## config.mk

```make
export PLATFORM = sky130hd
export DESIGN_NAME = cheri_tbre_ctrl
export DESIGN_NICKNAME = d
export VERILOG_FILES = /design/src/rtl/cheri_tbre_ctrl.sv
export SDC_FILE = /design/constraint.sdc
export NUM_CORES = 1
export LEC_CHECK = 0
export BUFFER_PORTS_ARGS = -buffer_cell sky130_fd_sc_hd__clkbuf_2
export CORE_ASPECT_RATIO = 0.9
export CORE_MARGIN = 2
export CORE_UTILIZATION = 57
export CTS_BUF_LIST = sky130_fd_sc_hd__clkbuf_8
export DETAILED_ROUTE_END_ITERATION = 8
export PLACE_DENSITY = 0.84
export SYNTH_ARGS = -nofsm -noshare
export SYNTH_HDL_FRONTEND = slang
export SYNTH_SLANG_ARGS = --single-unit
```

## constraint.sdc

```tcl
create_clock -name clk_i -period 4.4 [get_ports clk_i]
set_input_delay 0.88 -clock clk_i [delete_from_list [all_inputs] [get_ports clk_i]]
set_output_delay 0.88 -clock clk_i [all_outputs]
set_load 0.005 [all_outputs]
```

## src/rtl/cheri_tbre_ctrl.sv

```systemverilog
// cheri_tbre_ctrl: tag-based revocation engine sweep controller.
// Walks [start, end) in 8-byte steps. Each word gets a capability load, then
// the controller waits for a revocation verdict. A revoked word gets a
// tag-clear store. Includes stop handling and an LSU grant watchdog.
// Optional macro TBRE_STATS_EN adds the revoked_cnt_o counter output.
module cheri_tbre_ctrl #(
    parameter int unsigned GntTimeout = 255
) (
    input  logic        clk_i,
    input  logic        rst_ni,
    input  logic        start_i,
    input  logic        stop_i,
    input  logic [31:0] start_addr_i,
    input  logic [31:0] end_addr_i,
    output logic        tbre_lsu_req_o,
    output logic        tbre_lsu_we_o,
    output logic [31:0] tbre_lsu_addr_o,
    input  logic        lsu_tbre_gnt_i,
    input  logic        lsu_tbre_resp_valid_i,
    input  logic        lsu_tbre_resp_err_i,
    input  logic        tbre_trvk_en_i,
    input  logic        tbre_trvk_clrtag_i,
    output logic        busy_o,
    output logic        done_o,
    output logic        err_o,
    output logic        abort_o,
    output logic [31:0] cur_addr_o
`ifdef TBRE_STATS_EN
    ,
    output logic [31:0] revoked_cnt_o
`endif
);

    typedef enum logic [2:0] {
        IDLE, LD_REQ, LD_WAIT, CHK_WAIT, ST_REQ, ST_WAIT, NEXT
    } state_e;

    state_e      state_q, state_d;
    logic [31:0] cur_addr_q, cur_addr_d;
    logic [31:0] end_addr_q, end_addr_d;
    logic        done_q, done_d;
    logic        err_q, err_d;
    logic        abort_q, abort_d;
    logic        stop_pend_q, stop_pend_d;
    logic        ld_err_q, ld_err_d;
    logic [7:0]  gnt_cnt_q, gnt_cnt_d;
`ifdef TBRE_STATS_EN
    logic [31:0] rev_cnt_q, rev_cnt_d;
`endif

    logic [31:0] start_al, end_al, next_addr;
    logic        gnt_expired;

    // State and datapath registers, asynchronously cleared
    always_ff @(posedge clk_i or negedge rst_ni) begin
        if (!rst_ni) begin
            state_q     <= IDLE;
            cur_addr_q  <= '0;
            end_addr_q  <= '0;
            done_q      <= 1'b0;
            err_q       <= 1'b0;
            abort_q     <= 1'b0;
            stop_pend_q <= 1'b0;
            ld_err_q    <= 1'b0;
            gnt_cnt_q   <= '0;
`ifdef TBRE_STATS_EN
            rev_cnt_q   <= '0;
`endif
        end else begin
            state_q     <= state_d;
            cur_addr_q  <= cur_addr_d;
            end_addr_q  <= end_addr_d;
            done_q      <= done_d;
            err_q       <= err_d;
            abort_q     <= abort_d;
            stop_pend_q <= stop_pend_d;
            ld_err_q    <= ld_err_d;
            gnt_cnt_q   <= gnt_cnt_d;
`ifdef TBRE_STATS_EN
            rev_cnt_q   <= rev_cnt_d;
`endif
        end
    end

    // Next-state and datapath update
    always_comb begin
        state_d     = state_q;
        cur_addr_d  = cur_addr_q;
        end_addr_d  = end_addr_q;
        done_d      = done_q;
        err_d       = err_q;
        abort_d     = abort_q;
        stop_pend_d = stop_pend_q;
        ld_err_d    = ld_err_q;
        gnt_cnt_d   = gnt_cnt_q;
`ifdef TBRE_STATS_EN
        rev_cnt_d   = rev_cnt_q;
`endif
        // Masking keeps the full input word in use while discarding bits [2:0]
        start_al    = start_addr_i & ~32'h7;
        end_al      = end_addr_i & ~32'h7;
        next_addr   = cur_addr_q + 32'd8;
        gnt_expired = (gnt_cnt_q == 8'(GntTimeout - 1));

        if (stop_i && state_q != IDLE) stop_pend_d = 1'b1;

        unique case (state_q)
            IDLE: begin
                if (start_i) begin
                    end_addr_d  = end_al;
                    err_d       = 1'b0;
                    abort_d     = 1'b0;
                    stop_pend_d = 1'b0;
                    gnt_cnt_d   = '0;
`ifdef TBRE_STATS_EN
                    rev_cnt_d   = '0;
`endif
                    if (start_al >= end_al) begin
                        done_d = 1'b1;
                    end else begin
                        done_d     = 1'b0;
                        cur_addr_d = start_al;
                        state_d    = LD_REQ;
                    end
                end
            end
            LD_REQ, ST_REQ: begin
                if (lsu_tbre_gnt_i) begin
                    gnt_cnt_d = '0;
                    state_d   = (state_q == LD_REQ) ? LD_WAIT : ST_WAIT;
                end else if (gnt_expired) begin
                    gnt_cnt_d   = '0;
                    err_d       = 1'b1;
                    abort_d     = 1'b1;
                    done_d      = 1'b1;
                    stop_pend_d = 1'b0;
                    state_d     = IDLE;
                end else begin
                    gnt_cnt_d = gnt_cnt_q + 8'd1;
                end
            end
            LD_WAIT: begin
                if (lsu_tbre_resp_valid_i) begin
                    ld_err_d = lsu_tbre_resp_err_i;
                    if (lsu_tbre_resp_err_i) err_d = 1'b1;
                    state_d = CHK_WAIT;
                end
            end
            CHK_WAIT: begin
                if (tbre_trvk_en_i) begin
                    state_d = (tbre_trvk_clrtag_i && !ld_err_q) ? ST_REQ : NEXT;
                end
            end
            ST_WAIT: begin
                if (lsu_tbre_resp_valid_i) begin
                    if (lsu_tbre_resp_err_i) err_d = 1'b1;
`ifdef TBRE_STATS_EN
                    else if (rev_cnt_q != '1) rev_cnt_d = rev_cnt_q + 32'd1;
`endif
                    state_d = NEXT;
                end
            end
            NEXT: begin
                cur_addr_d = next_addr;
                // A stop arriving in this very cycle is honoured here as well
                if (stop_pend_q || stop_i) begin
                    done_d      = 1'b1;
                    abort_d     = 1'b1;
                    stop_pend_d = 1'b0;
                    state_d     = IDLE;
                end else if (next_addr == '0 || next_addr >= end_addr_q) begin
                    done_d  = 1'b1;
                    state_d = IDLE;
                end else begin
                    state_d = LD_REQ;
                end
            end
            default: state_d = IDLE;
        endcase
    end

    // Outputs decoded from state and registers
    always_comb begin
        tbre_lsu_req_o  = (state_q == LD_REQ) || (state_q == ST_REQ);
        tbre_lsu_we_o   = (state_q == ST_REQ);
        tbre_lsu_addr_o = cur_addr_q;
        busy_o          = (state_q != IDLE);
        done_o          = done_q;
        err_o           = err_q;
        abort_o         = abort_q;
        cur_addr_o      = cur_addr_q;
`ifdef TBRE_STATS_EN
        revoked_cnt_o   = rev_cnt_q;
`endif
    end

endmodule

```

Yosys cells after proc, flatten, opt, wreduce, memory -nomap -nowiden
Index checks and enable logic that the tools add are counted.
{"block": "op_classes", "n_addsub": 2, "multipliers": 0, "n_div": 0, "order_cmp": 2, "eq_ne": 19, "shifts": 0, "mux": 38, "bitwise_logic": 0, "reduce_logical": 23}
{"cell": "$ge A32 B32 Y1", "count": 2}
{"cell": "$mux W32", "count": 2}
{"cell": "$pmux W32 S2", "count": 1}
{"cell": "$add A32 B4 Y32 const B", "count": 1}
{"cell": "$logic_not A32 Y1", "count": 1}
{"cell": "$mux W3", "count": 8}
{"cell": "$mux W8", "count": 3}
{"cell": "$pmux W3 S6", "count": 1}
{"cell": "$mux W1", "count": 17}
{"cell": "$ne A2 B2 Y1 const B", "count": 8}
{"cell": "$pmux W8 S2", "count": 1}
{"cell": "$pmux W1 S3", "count": 4}
{"cell": "$reduce_and A6 Y1", "count": 2}
{"cell": "$reduce_and A5 Y1", "count": 2}
{"cell": "$eq A3 B3 Y1 const B", "count": 3}
{"cell": "$reduce_bool A3 Y1", "count": 3}
{"cell": "$add A8 B1 Y8 const B", "count": 1}
{"cell": "$eq A8 B8 Y1 const B", "count": 1}
{"cell": "$eq A3 B2 Y1 const B", "count": 2}
{"cell": "$ne A3 B3 Y1 const B", "count": 2}
{"cell": "$reduce_and A2 Y1", "count": 3}
{"cell": "$ne A2 B1 Y1 const B", "count": 2}
{"cell": "$reduce_bool A2 Y1", "count": 2}
{"cell": "$reduce_or A2 Y1", "count": 2}
{"cell": "other kinds (7)", "count": 10}
{"block": "totals", "ff_bits": 77, "latchBits": 0, "mem_bits_rw": 0, "rom_bits": 0, "wordCells": 93, "mem_count": 0}

Logic depth before layout (Yosys ltp)
Gate-level depths: netlist (run 1).
{"block": "logic_depth", "word_depth": 6, "mapped_depth": 15}

Worst setup path before layout (run 1)
No wires, ideal clock.
{"block": "synth_timing", "path_type": "reg2reg", "from": "reg cur_addr_q[3] (netlist: cur_addr_o[3])", "to": "reg state_q[0]", "arrival_time_ns": 3.249, "slack_ns": 1.025, "path_stages_with_launch": 14, "path_buffers": 0, "cell_sequence": "dfrtp_1 ha_1 nand4_4 nor4_4 nand2_1 nor2_1 xnor2_1 ha_1 nand4_1 or2_2 o311ai_0 a211o_1 nor2_1 a221o_1"}
{"block": "synth_via", "elab_chain_cells": 6, "elab_cells_between_ends": 7}
{"item": "from (decl)", "line_no": "39", "source": "logic [31:0] cur_addr_q, cur_addr_d;"}
{"item": "from (signal assigned)", "line_no": "71", "source": "cur_addr_q <= cur_addr_d;"}
{"item": "$add A32 B4 Y32 (*)", "line_no": "102", "source": "next_addr = cur_addr_q + 32'd8;"}
{"item": "$ge A32 B32 Y1 or $logic_not A32 Y1 (tied branches)", "line_no": "171", "source": "end else if (next_addr == '0 || next_addr >= end_addr_q) begin"}
{"item": "$logic_or A1 B1 Y1 (*)", "line_no": "171"}
{"item": "$mux W1 (*)", "line_no": "171"}
{"item": "$mux W1 (*)", "line_no": "166", "source": "if (stop_pend_q || stop_i) begin"}
{"item": "$pmux W3 S6 (*)", "line_no": "107", "source": "unique case (state_q)"}
{"item": "to (signal assigned)", "line_no": "70", "source": "state_q <= state_d;"}
{"item": "to (decl)", "line_no": "38", "source": "state_e state_q, state_d;"}
Mark *: on every way between the ends. The rest lies on a longest branch, timed or not.
A chain may end at the register's enable or synchronous reset.

Worst setup path in the final report (run 1)
Ends and elaborated chain as after synthesis.

==> impl_results.md, run 1 <==
- CP Launch Type: flip-flop
- DP Area: around 6600 sq um
- Worst-margin pin slew: between 1 and 1.5 ns
- Max transition margin: 0.3235
- Drt first pass iters: 5
- Synthesis Warnings: 0
- Die W: 114.1 um
- Final Routed Wirelength: 15.53 mm
- Largest net degree at the start of global routing: 52
- Antenna Violating Nets Remaining: 0
- Max stage delay on crit path: 0.55 ns
- Slew Viols, Final: 0
- CTS Buf Count: 9
- Worst endpoint data arrival time: ~4.0 ns
- Finished Layout Cells: between 900 and 1000
- Synth Register Bits: between 70 and 80
- Fin crit period: 3.757 ns
- Status: completed
- Ys async rst share: 1.000
- Area leader, netlist: dfrtp_1
- # DRC: 0
- Worst-path clk slew: 0.08 ns
- TNS Setup: 0 ns
- RSZ-0062 raised after global routing: no
- Worst-case reg-to-reg path depth: 14
- First-pass GRT wire length: between 20 and 30 mm
- Aggregate global routing overflow: 0
- Leak pwr: between 3 and 4 nW
- Max Fclk: ~270 MHz
- Die H: about 100 um
- Primary FF master, synth: dfrtp_1
- Full die area: about 12000 sq um
- Max_cap viols: 0
- Area delta synth->final: 9.753%
- Clock sink count: 74
- Via density: 5.869
- Synth Cell Area: slightly above 6000 sq um
- Crit-path cells: ha_1 > nand4_4 > nor4_4 > buf_4 > nand2_1 > nor2_1 > xnor2_1 > ha_1 > nand4_1 > or2_2 > o311ai_0 > a211o_1 > nor2_1 > a221o_1
- CTS tree: done
- CP max-delay cell: dfrtp_1
- Fin. Hold Viols: 0
- Delay-heaviest family, CP: simple AND/OR/NAND/NOR gates
- Worst EP required: between 4 and 5 ns
- Initial Utilization: 0.5804
- Nets: roughly 960
- HP Class: in -> async
- Placed Cells incl. Taps: 947
- Port-buffer cells: 130
- Most frequent cells after synthesis: 78 x nand2_1, 74 x dfrtp_1, 69 x o21ai_0
- PwrDens: ~630 nW/um^2
- Buf/Inv on CP: 1
- Clock Root Buffer: clkbuf_8
- Worst Skew: 0.009752 ns
- Post-CTS Setup Bufs: 0
- Worst path depth: 14
- Utilization after layout: 0.6370
- Gr usage total: 0.2738
- Mean Syn Cell Area: 8.352 sq um
- H-tree level count: 3
- Post-route cell area: 6829 sq um
- Routability cong.: slightly above 0.9
- Count leader, synth: nand2_1
- Antenna violations before repair: 0
- Maximum vdd drop: 356.9 uV
- Post-route clock period utilization: 0.8539
- Rows: 36
- Ports: about 140
- CTS Buffer Depth: 2
- Sequential fraction of the synthesis area: 0.2976
- DRT iter0 DRCs: approximately 450
- Via count: between 5000 and 6000
- CP Max Fanout: 10
- Ant. Diodes: 0
- Top cell type's share of synthesized area: 0.2976
- Skew-Pair Late Insertion Delay: between 0.3 and 0.4 ns
- WL/cell: between 15 and 20 um
- Core ar.: roughly 11000 sq um
- Mapped Cells: 745
- Layout fillers: about 940
- Hold-fix buffers, CTS: 0
- Synth cell types: 78
- Vias in the first global route: slightly above 5000
- Post-synth EDFFs: 0
- Synth area leaders: dfrtp_1 30%, ha_1 12%, o21ai_0 5.5%
- Hpwl dp: 11.80 mm
- CP Capture Type: flip-flop
- Layout cell share with drive strength beyond 1: 0.2229
- Post-cts resize count: 0
- Critical path class: reg -> reg
- Final setup fails: 0
==> state kept, by name, indices dropped and copies added, names as in the netlist <==
register / count
ld_err_q: 1
state_q: 3
err_o: 1
stop_pend_q: 1
cur_addr_o: 29
end_addr_q: 29
done_o: 1
abort_o: 1
gnt_cnt_q: 8
==> logic make-up (layout without fill, tap and decap cells) <==
group | Yosys count | count (layout) | share of synthesized area
other cells | 1 | 6 | 0.0006027
mux | 18 | 18 | 0.02956
simple gates | 236 | 236 | 0.1997
compound gates | 183 | 183 | 0.1836
flops | 74 | 74 | 0.2976
xor+xnor | 32 | 32 | 0.04504
fa+ha+maj | 61 | 61 | 0.1227
buf+inv | 140 | 220 | 0.1213
==> per-stage QoR <==
step | total power, mW | hold WS, ns | setup WS, ns
after floorplan | 3.213 | 0.4460 | 1.025
after global placement | 3.657 | 0.4775 | 0.6976
after detailed placement | 3.759 | 0.4713 | 0.6557
after CTS | 4.330 | 0.4877 | 0.6628
after global routing | 4.755 | 0.5305 | 0.3390
final | 4.334 | 0.4959 | 0.6429
==> cell usage in the layout, fill, tap and decap left out, drive strengths merged, types with 4 or more instances in the layout <==
cell type	count
nor4	6
o31ai	8
nand3	23
nand2	78
xnor2	26
buf	9
clkbuf	140
nand4	25
and3	13
dfrtp	74
or2	5
conb	6
and4	6
a31oi	7
mux2i	15
o21ai	71
a211o	4
a21o	12
inv	66
o22ai	5
nor2	44
xor2	6
nand2b	7
a21oi	38
nor3	11
ha	61
==> worst paths after layout <==
| path | from | to | slack [ns] |
|---|---|---|---|
| setup / recovery | cur_addr_o[3] | state_q[0] | 0.64 |
| hold / removal | rst_ni | cur_addr_o[9] | 0.50 |
| setup reg to reg | cur_addr_o[3] | state_q[0] | 0.64 |
| hold reg to reg | gnt_cnt_q[7] | gnt_cnt_q[7] | 0.50 |
| max in group asynchronous | rst_ni | gnt_cnt_q[6] | 2.82 |
| min in group clk_i | gnt_cnt_q[7] | gnt_cnt_q[7] | 0.50 |
==> metal layers <==
layer  global-route usage  share of wire  wire (um)
met4               0.1023          0.028        436
met3              0.04468          0.074       1152
met1               0.3819           0.45       6940
met5                    0              0          0
met2               0.4322           0.45       6998
==> cell type report <==
| cell class | instances | area, sq um | area share |
|---|---|---|---|
| Clock inverter | 5 | 52.55 | 0.007695 |
| Clock buffer | 11 | 151.4 | 0.02217 |
| Sequential cell | 74 | 1852 | 0.2712 |
| Tap cell | 133 | 166.4 | 0.02437 |
| Multi-Input combinational cell | 536 | 3649 | 0.5343 |
| Timing Repair Buffer | 138 | 710.7 | 0.1041 |
| Inverter | 66 | 247.7 | 0.03628 |
==> power breakdown <==
part	leakage (nW)	total, mW	switching (mW)	internal (mW)
sequential	0.906	1.46	0.467	0.988
clock	0.105	0.555	0.265	0.290
combinational	2.35	2.32	1.28	1.04
total	3.36	4.33	2.02	2.32
No activity file was read; power rests on OpenSTA's default activity.
==> run 2: changes to the inputs <==
ABC_AREA = 1   (was unset)
REMOVE_ABC_BUFFERS = 1   (was unset)
==> impl_results.md, run 2 <==
- Full die area: approximately 12000 sq um
- Max transition margin: 0.3476
- CP Max Fanout: 30
- CP Launch Type: input port
- Port-buffer cells: 130
- Final setup fails: 0
- Dpl ws: about 1.1 ns
- Via count: about 6100
- PwrDens: a little under 600 nW/um^2
- Area leader, netlist: dfrtp_1
- H-tree level count: 3
- Mean Syn Cell Area: 6.810 sq um
- Sequential fraction of the synthesis area: 0.3001
- Reg area: between 1500 and 2000 sq um
- Clock sink count: 74
- Hold slack: 0.4701 ns
- Buf/Inv on CP: 4
- Antenna Violating Nets Remaining: 0
- Routability cong.: between 0.9 and 1
- Hold path startpoint: gnt_cnt_q[5]
- Cell mode on critical path: nand2_1
- Post-route cell area: a little under 7000 sq um
- Synth Cell Area: 6170 sq um
- Worst-margin pin slew: 0.9787 ns
- Finished Layout Cells: about 1100
- Max stage delay on crit path: around 0.32 ns
- CP max-delay cell: buf_4
- Rows: 36
- Routing usage on met3: 0.05056
- Busiest grt layer: met2
- GR Layer Usage met2: 0.4767
- Final worst slack: about 1.4 ns
- Multi-input logic area: ~3500 sq um
- Synth cell types: 37
- Post-synth EDFFs: 0
- Initial Utilization: 0.5779
- Utilization after layout: 0.6500
- Placed Cells incl. Taps: 1123
- DRT iter0 DRCs: between 400 and 500
- DP Area: between 6000 and 7000 sq um
- Count leader, synth: nand2_1
- Fin crit period: approximately 3 ns
- Post-CTS Setup Bufs: 0
- Max_cap viols: 0
- HP Class: reg -> reg
- Via density: 5.314
- Largest net degree at the start of global routing: 75
- Max Fclk: ~330 MHz
- Ys async rst share: 1.000
- Leak pwr: ~3.9 nW
- Hpwl dp: about 12 mm
- Final Routed Wirelength: between 15 and 20 mm
- Top cell type's share of synthesized area: 0.3001
- Ant. Diodes: 0
- Vias in the first global route: 5745
- Primary FF master, synth: dfrtp_1
- Mapped Cells: roughly 900
- Skew-Pair Late Insertion Delay: between 0.3 and 0.4 ns
- Clock Root Buffer: clkbuf_8
- Maximum vdd drop: between 300 and 400 uV
- Antenna violations before repair: 0
- Slew Viols, Final: 0
- First-pass GRT wire length: between 20 and 30 mm
- WL/cell: between 10 and 15 um
- Crit. Startpoint: end_addr_i[31]
- Synth Register Bits: 74
- CP Capture Type: flip-flop
- # DRC: 0
- Commonest non-fill, non-tap cell in the layout: nand2_1
- Most frequent cells after synthesis: 268 x nand2_1, 124 x inv_1, 78 x nor2_1
- Worst endpoint data arrival time: 3.31 ns
- Most frequent cells in the layout: 268 x nand2_1, 129 x clkbuf_2, 124 x inv_1
- Post-cts resize count: 0
- Ports: approximately 140
- Layout fillers: between 900 and 1000
- Die W: around 110 um
- Die H: approximately 100 um
- CTS Buf Count: 9
- Hold-fix buffers, CTS: 0
- Post-route clock period utilization: 0.6843
- Gr usage total: 0.2818
- Area delta synth->final: 12.47%
- Worst-path clk slew: 0.08 ns
- Met1 usage: 0.3708
- CTS Buffer Depth: 2
- Synthesis Warnings: 0
- Worst Skew: about 0.0066 ns
- Worst R2R Start: cur_addr_o[3]
- Synth area leaders: dfrtp_1 30%, nand2_1 16%, ha_1 12%
- Crit-path cells: clkbuf_2 > inv_1 > ha_1 > nand4_1 > nor2_1 > nand3_1 > nor3_1 > nor2_1 > nand2_1 > o21ai_2 > buf_4 > nand2_1 > buf_4 > nand2_1 > nand2_1
- Delay-heaviest family, CP: simple AND/OR/NAND/NOR gates
- TNS Setup: 0 ns
- Critical path class: in -> reg
- Nets: between 1000 and 1500
- RSZ-0062 raised after global routing: no
- Core ar.: around 11000 sq um
- Fin. Hold Viols: 0
- Layout cell share with drive strength beyond 1: 0.1759
- Total power: around 4.1 mW
- Drt first pass iters: 5
- Aggregate global routing overflow: 0
- Worst EP required: 4.70 ns
- CTS tree: done
- Status: completed
[run 2: cell types whose count changed after synthesis, moves of 8 or more]
cell	change
o21ai_0	-10
inv_1	+58
o21bai_1	+8
nand2_1	+190
mux2i_1	-15
xnor2_1	-26
and3_1	-9
a21o_1	-12
nor2_1	+35
nand3_1	+30
nand4_1	-14
[run 2: final timing paths]
check / end / cells after the start / slack (ns)
min reg2reg: gnt_cnt_q[6] / 1 / 0.47
min in group asynchronous: cur_addr_o[4] / 1 / 0.67
min: gnt_cnt_q[6] / 1 / 0.47
max: cur_addr_o[21] / 15 / 1.39
max in group asynchronous: ld_err_q / 1 / 3.09
max reg2reg: state_q[0] / 20 / 1.41
[run 2: where the power goes]
part	internal (mW)	total [mW]	switching [mW]
Sequential	0.979	1.31	0.331
Combinational	0.849	2.20	1.35
Clock	0.365	0.635	0.270
Total	2.19	4.14	1.95
[run 2: cells by family (layout without fill, tap and decap cells)]
group                      count (synthesis)  count (layout)  synth area share
other                                      1               6         0.0006078
AOI/OAI and AO/OA                        127             127            0.1117
buffers and inverters                    182             277            0.1343
muxes                                      1               1          0.001825
DFF                                       74              74            0.3001
and+or+nand+nor                          454             454            0.3180
xor gates and xnor gates                   6               6          0.009735
adders and majority gates                 61              61            0.1237
[run 2: area by class of cell]
| cell class | instances | share of cell area |
|---|---|---|
| clock buffers | 12 | 0.02380 |
| clock inverters | 4 | 0.01046 |
| inverters | 126 | 0.06816 |
| multi-input cells | 655 | 0.5072 |
| flip-flops and latches | 74 | 0.2669 |
| well taps | 133 | 0.02398 |
| repair buffers | 135 | 0.09953 |
[run 2: routing by layer]
layer / routed length (um) / up-vias
li1: - / 3054
met1: 6996 / 2760
met2: 7260 / 216
met3: 1144 / 23
met4: 290 / 0
met5: 0 / -
